## src/rtl/issue_scheduler_pkg.sv

```systemverilog
// Shared definitions for the dual-issue scheduler: state encodings,
// register-field width, default queue depth and the jal link register.
package issue_scheduler_pkg;

  localparam int unsigned AWIDTH = 5;
  localparam int unsigned ISSUE_DEPTH = 3;

  localparam logic [AWIDTH-1:0] LINK_REG = 5'd31;

  typedef enum logic [1:0] {
    ISSUE_RUN   = 2'd0,
    ISSUE_SPLIT = 2'd1,
    ISSUE_FLUSH = 2'd2
  } issue_state_t;

  // Effective destination register of a head: jal links to $31,
  // otherwise reg_dst chooses rd over rt.
  function automatic logic [AWIDTH-1:0] dest_sel(
    input logic              jal,
    input logic              reg_dst,
    input logic [AWIDTH-1:0] rd,
    input logic [AWIDTH-1:0] rt
  );
    if (jal) begin
      return LINK_REG;
    end
    return reg_dst ? rd : rt;
  endfunction

endpackage

```

## src/rtl/issue_scheduler_pair_hazard.sv

```systemverilog
// pair_hazard: combinational check of whether the two queue heads may
// issue together in one cycle.
module pair_hazard
  import issue_scheduler_pkg::*;
(
  input  logic              a_reg_write,
  input  logic              a_reg_dst,
  input  logic              a_jal,
  input  logic              a_jr,
  input  logic              a_mem,
  input  logic              a_force_pipe1,
  input  logic [AWIDTH-1:0] a_addr_rd,
  input  logic [AWIDTH-1:0] a_addr_rt,
  input  logic              b_reg_write,
  input  logic              b_reg_dst,
  input  logic              b_jal,
  input  logic              b_mem,
  input  logic [AWIDTH-1:0] b_addr_rd,
  input  logic [AWIDTH-1:0] b_addr_rs,
  input  logic [AWIDTH-1:0] b_addr_rt,
  output logic              conflict
);

  logic [AWIDTH-1:0] dst_a;
  logic [AWIDTH-1:0] dst_b;
  logic              a_writes;
  logic              b_writes;
  logic              raw;
  logic              waw;

  // Flag RAW/WAW register dependences and structural pairing limits.
  always_comb begin
    dst_a    = dest_sel(a_jal, a_reg_dst, a_addr_rd, a_addr_rt);
    dst_b    = dest_sel(b_jal, b_reg_dst, b_addr_rd, b_addr_rt);
    a_writes = a_reg_write && (dst_a != '0);
    b_writes = b_reg_write && (dst_b != '0);
    raw      = a_writes && ((dst_a == b_addr_rs) || (dst_a == b_addr_rt));
    waw      = a_writes && b_writes && (dst_a == dst_b);
    conflict = raw || waw || (a_mem && b_mem) || a_jal || a_jr || a_force_pipe1;
  end

endmodule

```

## src/rtl/issue_scheduler.sv

```systemverilog
// issue_scheduler: sequences the lockstep A/B instruction queues onto the
// two issue pipes (dual, A-then-B split, or drain on flush).
// State and occupancy update on the falling edge of is_clk.
// Optional macro ISSUE_PERF_EN adds dual-issue and stall counters.
module issue_scheduler
  import issue_scheduler_pkg::*;
#(
  parameter int unsigned DEPTH = ISSUE_DEPTH
) (
  input  logic              is_clk,
  input  logic              is_rst,
  input  logic              is_i_fetch_valid,
  output logic              is_o_fetch_ready,
  output logic              is_o_qa_we,
  output logic              is_o_qb_we,
  output logic              is_o_qa_re,
  output logic              is_o_qb_re,
  input  logic              is_i_a_ce,
  input  logic              is_i_b_ce,
  input  logic              is_i_a_reg_write,
  input  logic              is_i_b_reg_write,
  input  logic              is_i_a_reg_dst,
  input  logic              is_i_b_reg_dst,
  input  logic              is_i_a_jal,
  input  logic              is_i_a_jr,
  input  logic              is_i_b_jal,
  input  logic              is_i_a_mem,
  input  logic              is_i_b_mem,
  input  logic              is_i_a_force_pipe1,
  input  logic [AWIDTH-1:0] is_i_a_addr_rd,
  input  logic [AWIDTH-1:0] is_i_a_addr_rt,
  input  logic [AWIDTH-1:0] is_i_b_addr_rd,
  input  logic [AWIDTH-1:0] is_i_b_addr_rs,
  input  logic [AWIDTH-1:0] is_i_b_addr_rt,
  input  logic              is_i_stall,
  input  logic              is_i_flush,
  output logic              is_o_issue0,
  output logic              is_o_issue1,
`ifdef ISSUE_PERF_EN
  output logic [31:0]       is_o_dual_cnt,
  output logic [31:0]       is_o_stall_cnt,
`endif
  output logic              is_o_swap
);

  localparam logic [DEPTH:0] CNT_FULL = {1'b1, {DEPTH{1'b0}}};
  localparam logic [DEPTH:0] CNT_ONE  = {{DEPTH{1'b0}}, 1'b1};

  issue_state_t   state, state_nxt;
  logic [DEPTH:0] cnt_a, cnt_b;
  logic           conflict;
  logic           a_avail, b_avail;
  logic           write_en;

  pair_hazard u_pair_hazard (
    .a_reg_write   (is_i_a_reg_write),
    .a_reg_dst     (is_i_a_reg_dst),
    .a_jal         (is_i_a_jal),
    .a_jr          (is_i_a_jr),
    .a_mem         (is_i_a_mem),
    .a_force_pipe1 (is_i_a_force_pipe1),
    .a_addr_rd     (is_i_a_addr_rd),
    .a_addr_rt     (is_i_a_addr_rt),
    .b_reg_write   (is_i_b_reg_write),
    .b_reg_dst     (is_i_b_reg_dst),
    .b_jal         (is_i_b_jal),
    .b_mem         (is_i_b_mem),
    .b_addr_rd     (is_i_b_addr_rd),
    .b_addr_rs     (is_i_b_addr_rs),
    .b_addr_rt     (is_i_b_addr_rt),
    .conflict      (conflict)
  );

  // Fetch handshake; a flush drops the pair presented in the same cycle.
  always_comb begin
    a_avail          = (cnt_a != '0);
    b_avail          = (cnt_b != '0);
    is_o_fetch_ready = (cnt_a < CNT_FULL) && (cnt_b < CNT_FULL) && (state != ISSUE_FLUSH);
    write_en         = is_i_fetch_valid && is_o_fetch_ready && !is_i_flush;
    is_o_qa_we       = write_en;
    is_o_qb_we       = write_en;
  end

  // Issue decision and next state from the heads and current state.
  always_comb begin
    state_nxt   = state;
    is_o_issue0 = 1'b0;
    is_o_issue1 = 1'b0;
    is_o_swap   = 1'b0;
    is_o_qa_re  = 1'b0;
    is_o_qb_re  = 1'b0;
    if (is_i_flush) begin
      state_nxt = ISSUE_FLUSH;
    end else begin
      unique case (state)
        ISSUE_RUN: begin
          if (!is_i_stall && a_avail && b_avail) begin
            is_o_qa_re = 1'b1;
            if (!conflict) begin
              is_o_issue0 = is_i_a_ce;
              is_o_issue1 = is_i_b_ce;
              is_o_qb_re  = 1'b1;
            end else begin
              // A goes alone; force_pipe1 steers it onto pipe 1 via swap.
              if (is_i_a_force_pipe1) begin
                is_o_issue1 = is_i_a_ce;
                is_o_swap   = is_i_a_ce;
              end else begin
                is_o_issue0 = is_i_a_ce;
              end
              state_nxt = ISSUE_SPLIT;
            end
          end
        end
        ISSUE_SPLIT: begin
          if (!is_i_stall) begin
            is_o_issue1 = is_i_b_ce;
            is_o_qb_re  = 1'b1;
            state_nxt   = ISSUE_RUN;
          end
        end
        ISSUE_FLUSH: begin
          is_o_qa_re = a_avail;
          is_o_qb_re = b_avail;
          if (!a_avail && !b_avail) begin
            state_nxt = ISSUE_RUN;
          end
        end
        default: state_nxt = ISSUE_RUN;
      endcase
    end
  end

  // State register and queue occupancy tracking.
  always_ff @(negedge is_clk or negedge is_rst) begin
    if (!is_rst) begin
      state <= ISSUE_RUN;
      cnt_a <= '0;
      cnt_b <= '0;
    end else begin
      state <= state_nxt;
      unique case ({is_o_qa_we, is_o_qa_re})
        2'b10:   cnt_a <= cnt_a + CNT_ONE;
        2'b01:   cnt_a <= cnt_a - CNT_ONE;
        default: cnt_a <= cnt_a;
      endcase
      unique case ({is_o_qb_we, is_o_qb_re})
        2'b10:   cnt_b <= cnt_b + CNT_ONE;
        2'b01:   cnt_b <= cnt_b - CNT_ONE;
        default: cnt_b <= cnt_b;
      endcase
    end
  end

`ifdef ISSUE_PERF_EN
  // Dual-issue and backend-stall performance counters (wrap at 2**32).
  always_ff @(negedge is_clk or negedge is_rst) begin
    if (!is_rst) begin
      is_o_dual_cnt  <= '0;
      is_o_stall_cnt <= '0;
    end else begin
      if (is_o_issue0 && is_o_issue1) begin
        is_o_dual_cnt <= is_o_dual_cnt + 32'd1;
      end
      if (is_i_stall && a_avail) begin
        is_o_stall_cnt <= is_o_stall_cnt + 32'd1;
      end
    end
  end
`endif

endmodule

```

## config.mk

```make
export PLATFORM = sky130hd
export DESIGN_NAME = issue_scheduler
export DESIGN_NICKNAME = d
export VERILOG_FILES = /design/src/rtl/issue_scheduler_pkg.sv /design/src/rtl/issue_scheduler_pair_hazard.sv /design/src/rtl/issue_scheduler.sv
export SDC_FILE = /design/constraint.sdc
export NUM_CORES = 1
export LEC_CHECK = 0
export CAP_MARGIN = 10
export CORE_MARGIN = 2
export CORE_UTILIZATION = 43
export CTS_CLUSTER_DIAMETER = 50
export DETAILED_ROUTE_END_ITERATION = 10
export PLACE_DENSITY = 0.88
export SLEW_MARGIN = 20
export SYNTH_ARGS = -nofsm -noshare
export SYNTH_HDL_FRONTEND = slang
export SYNTH_SLANG_ARGS = --single-unit
```

## constraint.sdc

```tcl
create_clock -name is_clk -period 3.25 [get_ports is_clk]
set_input_delay 0.65 -clock is_clk [delete_from_list [all_inputs] [get_ports is_clk]]
set_output_delay 0.65 -clock is_clk [all_outputs]
set_load 0.01 [all_outputs]
```

==> impl_metrics.yaml, run 1 <==
cts:
  clock_path_buffers: 2
  cts.sink_count: 10
  cts_setup_buffers: 34
  cts-root-buf: "clkbuf_4"
  htreeDepth: 1
  hold_buffers: 0
  cts-resized-gates: 142
  numCtsBuffers: 3
floorplan:
  rows: 19
  ioPinCount: 50
  fp.dieW_um: 57.1
  die_h_um: 57.1
  start_util_pct: 44.7
synth:
  synth_edf_count: 0
  synth_seq_cells: 10
  yosysTopAreaCell: "dfrtn_1"
  async_reset_ff_share_pct: 100
  avgSynthCellArea_um2: 8.42
  synth-seq-area-share_pct: 20.6
  ys_types: 45
  syn_area_mm2: 0.00121
  syn-num-nets: 194
  synth_top_area_share_pct: 20.6
  ys.flop_type: "dfrtn_1"
  syn_inst: 144
  synth_area_leaders: "dfrtn_1, xnor2_1, ha_1, mux2i_1, nor2b_1"
  ys_warn_count: 0
status:
  error: "[ERROR DPL-0033] detailed placement checks failed during check placement."
  haltStage: "clock tree synthesis (4_1_cts)"
  status: "stopped before the end"
place:
  place_congestion: 1.00
  post-dp-hpwl_mm: 3.44
  io_buffer_count: 49
## cell usage after synthesis, types with 2 or more instances
| master | n |
|---|---|
| nand2_1 | 8 |
| or3_1 | 3 |
| nor3_1 | 7 |
| o21ai_0 | 4 |
| nor4b_1 | 3 |
| xor2_1 | 5 |
| nor3b_1 | 3 |
| nor2b_1 | 8 |
| a21oi_1 | 4 |
| fa_1 | 2 |
| and2_1 | 2 |
| nand2b_1 | 4 |
| inv_1 | 9 |
| a211oi_2 | 2 |
| ha_1 | 6 |
| mux2i_1 | 5 |
| nor2_1 | 9 |
| dfrtn_1 | 10 |
| a21o_1 | 3 |
| mux2_2 | 2 |
| nor4_1 | 6 |
| a211oi_1 | 2 |
| xnor2_1 | 15 |
## stage by stage
step                instances  setup WS [ps]  util [%]  TNS, ps  area, um^2
detailed placement        266          -2400      78.8   -21390        2130
global placement          266          -2250      78.8   -20120        2130
floorplan                 144          -1700         -   -10520        1310
## cells by family after synthesis
family          share of synthesized area, %
flops                                   20.6
compound gates                          17.1
fa+ha+maj                               9.49
xor+xnor                                14.4
buf+inv                                 5.37
mux                                     7.22
simple gates                            25.7
==> inputs of run 2 (changes only) <==
CORE_AREA = 2 2 63 65   (was unset)
CORE_MARGIN = unset   (was 2)
CORE_UTILIZATION = unset   (was 43)
CTS_CLUSTER_DIAMETER = unset   (was 50)
DIE_AREA = 0 0 65 67   (was unset)
PLACE_DENSITY = unset   (was 0.88)
PLACE_DENSITY_LB_ADDON = 0.15   (was unset)
==> run 2 against run 1 <==
  * The flow now finishes, with violations (negative setup slack)
  * Synthesized cell count is the same
  * Synthesized area did not move
==> impl_metrics.yaml, run 2 <==
synth:
  synth-seq-area-share_pct: 20.6
  yosysTopAreaCell: "dfrtn_1"
  synth_most_common_cell: "xnor2_1"
  ys_top_cells_by_count: "xnor2_1, dfrtn_1, inv_1, nor2_1"
  ys.flop_type: "dfrtn_1"
  synth_seq_cells: 10
  synth_top_area_share_pct: 20.6
  avgSynthCellArea_um2: 8.42
  syn_area_mm2: 0.00121
  synth_edf_count: 0
  syn_inst: 144
  ys_warn_count: 0
  async_reset_ff_share_pct: 100
  synth_area_leaders: "dfrtn_1, xnor2_1, ha_1, mux2i_1, nor2b_1"
  ys_types: 45
  syn-num-nets: 194
grt:
  grt_max_degree: 11
  grt_pass1_vias: 1793
  globalRoute.totalOverflow: 0
  antenna_found_initial: 0
  grt_pass1_wl_mm: 8.00
  grt_usage_pct: 24.1
floorplan:
  start_util_pct: 33.6
  rows: 22
  dieArea_mm2: 0.00436
  die_h_um: 67
  ioPinCount: 50
  fp.dieW_um: 65
  core_region_area_mm2: 0.00361
detailed_routing:
  route.vias.total: 1592
  via_per_inst: 5.04
  drc: 0
  dr.pass1.iters: 4
  drt_iter0_markers: 57
  drt_wl_total_mm: 4.89
  wire_per_inst_um: 15.5
  antenna_left: 0
worst_setup_path:
  path_max_fanout: 2
  end_kind: "register"
  cp.arrival_ps: 3310
  crit_chain: "clkdlybuf4s50_1, a211oi_2, xor2_1, nor3b_2, a31oi_2, a31oi_2, a21oi_2, ha_4, ha_4, a21o_1, a21oi_2, xnor2_1, nor2_1, xor2_1"
  required_ps: 1720
  slowest_stage: "clkdlybuf4s50_1"
  start_kind: "input port"
  worst-setup-path-type: "input port to register"
  slowest_delay_ps: 460
cts:
  tritoncts: "yes"
  path_clk_slew_ps: 40
  numCtsBuffers: 3
  clock_path_buffers: 2
  cts.sink_count: 10
  htreeDepth: 1
  cts-root-buf: "clkbuf_8"
  clk_latency_ps: 260
power_and_ir_drop:
  power_density_mw_per_mm2: 461
  irDropWorstVdd_mv: 0.216
  power_frac_clock_pct: 12.6
  power_frac_seq_pct: 18.9
  swShare_pct: 38.8
  switching_power_mw: 0.495
  finalPower_mw: 1.28
  intPower_mw: 0.782
  p_comb_share_pct: 68.5
  leakage_nw: 1.22
run:
  cap_violations: 0
timing:
  relSlewSlack_pct: 66.7
  setup_viol: 16
  worst_pin_slew_ps: 499
  rsz0062_at_grt: "yes"
  fin_ws_ps: -1590
  skew_ps: 7.76
  hold_viol_final: 0
  fin_tns_setup_ps: -14060
  hold_slack_ps: 582
  slew_violations: 0
finish:
  final_common_cell: "buf_4"
  multi_input_area_mm2: 0.00127
  drive_gt1_share_pct: 57.5
  reg.largest.list: "cnt_a: 4 flops, cnt_b: 4 flops, state: 2 flops"
  final_cells: 316
  syn_to_final_growth_pct: 128
  n_fill_cell: 253
  antenna_cells: 0
  layout_common_cells: "buf_4, buf_6, clkdlybuf4s50_1, dlygate4sd2_1, xnor2_1"
  fin_nets: 319
  layout.area.seq_um2: 250
place:
  post-place-ws_ps: -2290
  io_buffer_count: 49
  post-dp-hpwl_mm: 3.17
  dp.cells: 283
  place_congestion: 0.820
status:
  status: "finished with violations"
  violations: "negative setup slack"
worst_hold_path:
  min_path_type: "register to register"
-- run 2: power by group through the flow --
stage                     Combinational, mW  Sequential [mW]  Clock, mW
after floorplan                       0.348            0.231          0
after global placement                0.629            0.217          0
after detailed placement              0.663            0.218          0
after CTS                             0.802            0.240      0.159
after global routing                  0.943            0.248      0.170
final                                 0.875            0.241      0.160
-- run 2: timing repair --
item / CTS / global route
buffers inserted: 31 / 10
resized for setup: 148 / 18
hold buffers: 0 / 0
endpoints found under the hold margin: 0 / 0
endpoints found under the setup margin: 17 / 16
cloned: 0 / 0
pin swaps: 45 / 31
-- run 2: final cells by class --
class                           instances  area share (%)
Multi-Input combinational cell        120            46.0
Timing Repair Buffer                  125            39.4
Sequential cell                        10            9.03
Tap cell                               48            2.17
Clock buffer                            4            1.99
Inverter                                9            1.40
-- run 2: final timing paths --
path | from | slack, ps | cells after the start | endpoint
max in group asynchronous | is_rst | 640 | 1 | cnt_b[1]
setup / recovery | is_i_b_addr_rd[3] | -1590 | 14 | cnt_b[3]
hold / removal | cnt_b[0] | 580 | 2 | cnt_b[0]
setup reg to reg | state[1] | 660 | 15 | cnt_b[3]
hold reg to reg | cnt_b[0] | 580 | 2 | cnt_b[0]
min in group asynchronous | is_rst | 2240 | 1 | cnt_a[3]
-- run 2: kinds of logic after synthesis --
logic type,after synthesis,synth area share (%)
AND/OR/NAND/NOR,56,25.7
flip-flops,10,20.6
AO/OA/AOI/OAI,28,17.1
multiplexers,8,7.22
XOR/XNOR,20,14.4
buffers and inverters,14,5.37
adder cells (fa/ha/maj),8,9.49
-- run 2: per-layer routing --
| layer | track usage [%] | wire length, um | vias up |
|---|---|---|---|
| met5 | 0 | 0 | - |
| met4 | 13.0 | 144 | 0 |
| met3 | 2.53 | 201 | 14 |
| met2 | 49.1 | 2770 | 50 |
| met1 | 23.2 | 1770 | 763 |
| li1 | - | - | 765 |
-- run 2: per-stage QoR --
stage / cell area [um^2] / util (%)
after global routing: 2770 / 76.8
after detailed placement: 2160 / 59.8
final: 2770 / 76.8
after CTS: 2730 / 75.8
after global placement: 2160 / 59.8
after floorplan: 1310 / -
-- run 2: worst max-delay path, delay by kind of cell --
| kind | cells | cell delay (ps) |
|---|---|---|
| AO/OA/AOI/OAI | 6 | 1170 |
| XOR/XNOR | 3 | 500 |
| buffers and inverters | 1 | 460 |
| adder cells (fa/ha/maj) | 2 | 370 |
| AND/OR/NAND/NOR | 2 | 150 |
No activity file was read; power rests on OpenSTA's default activity.
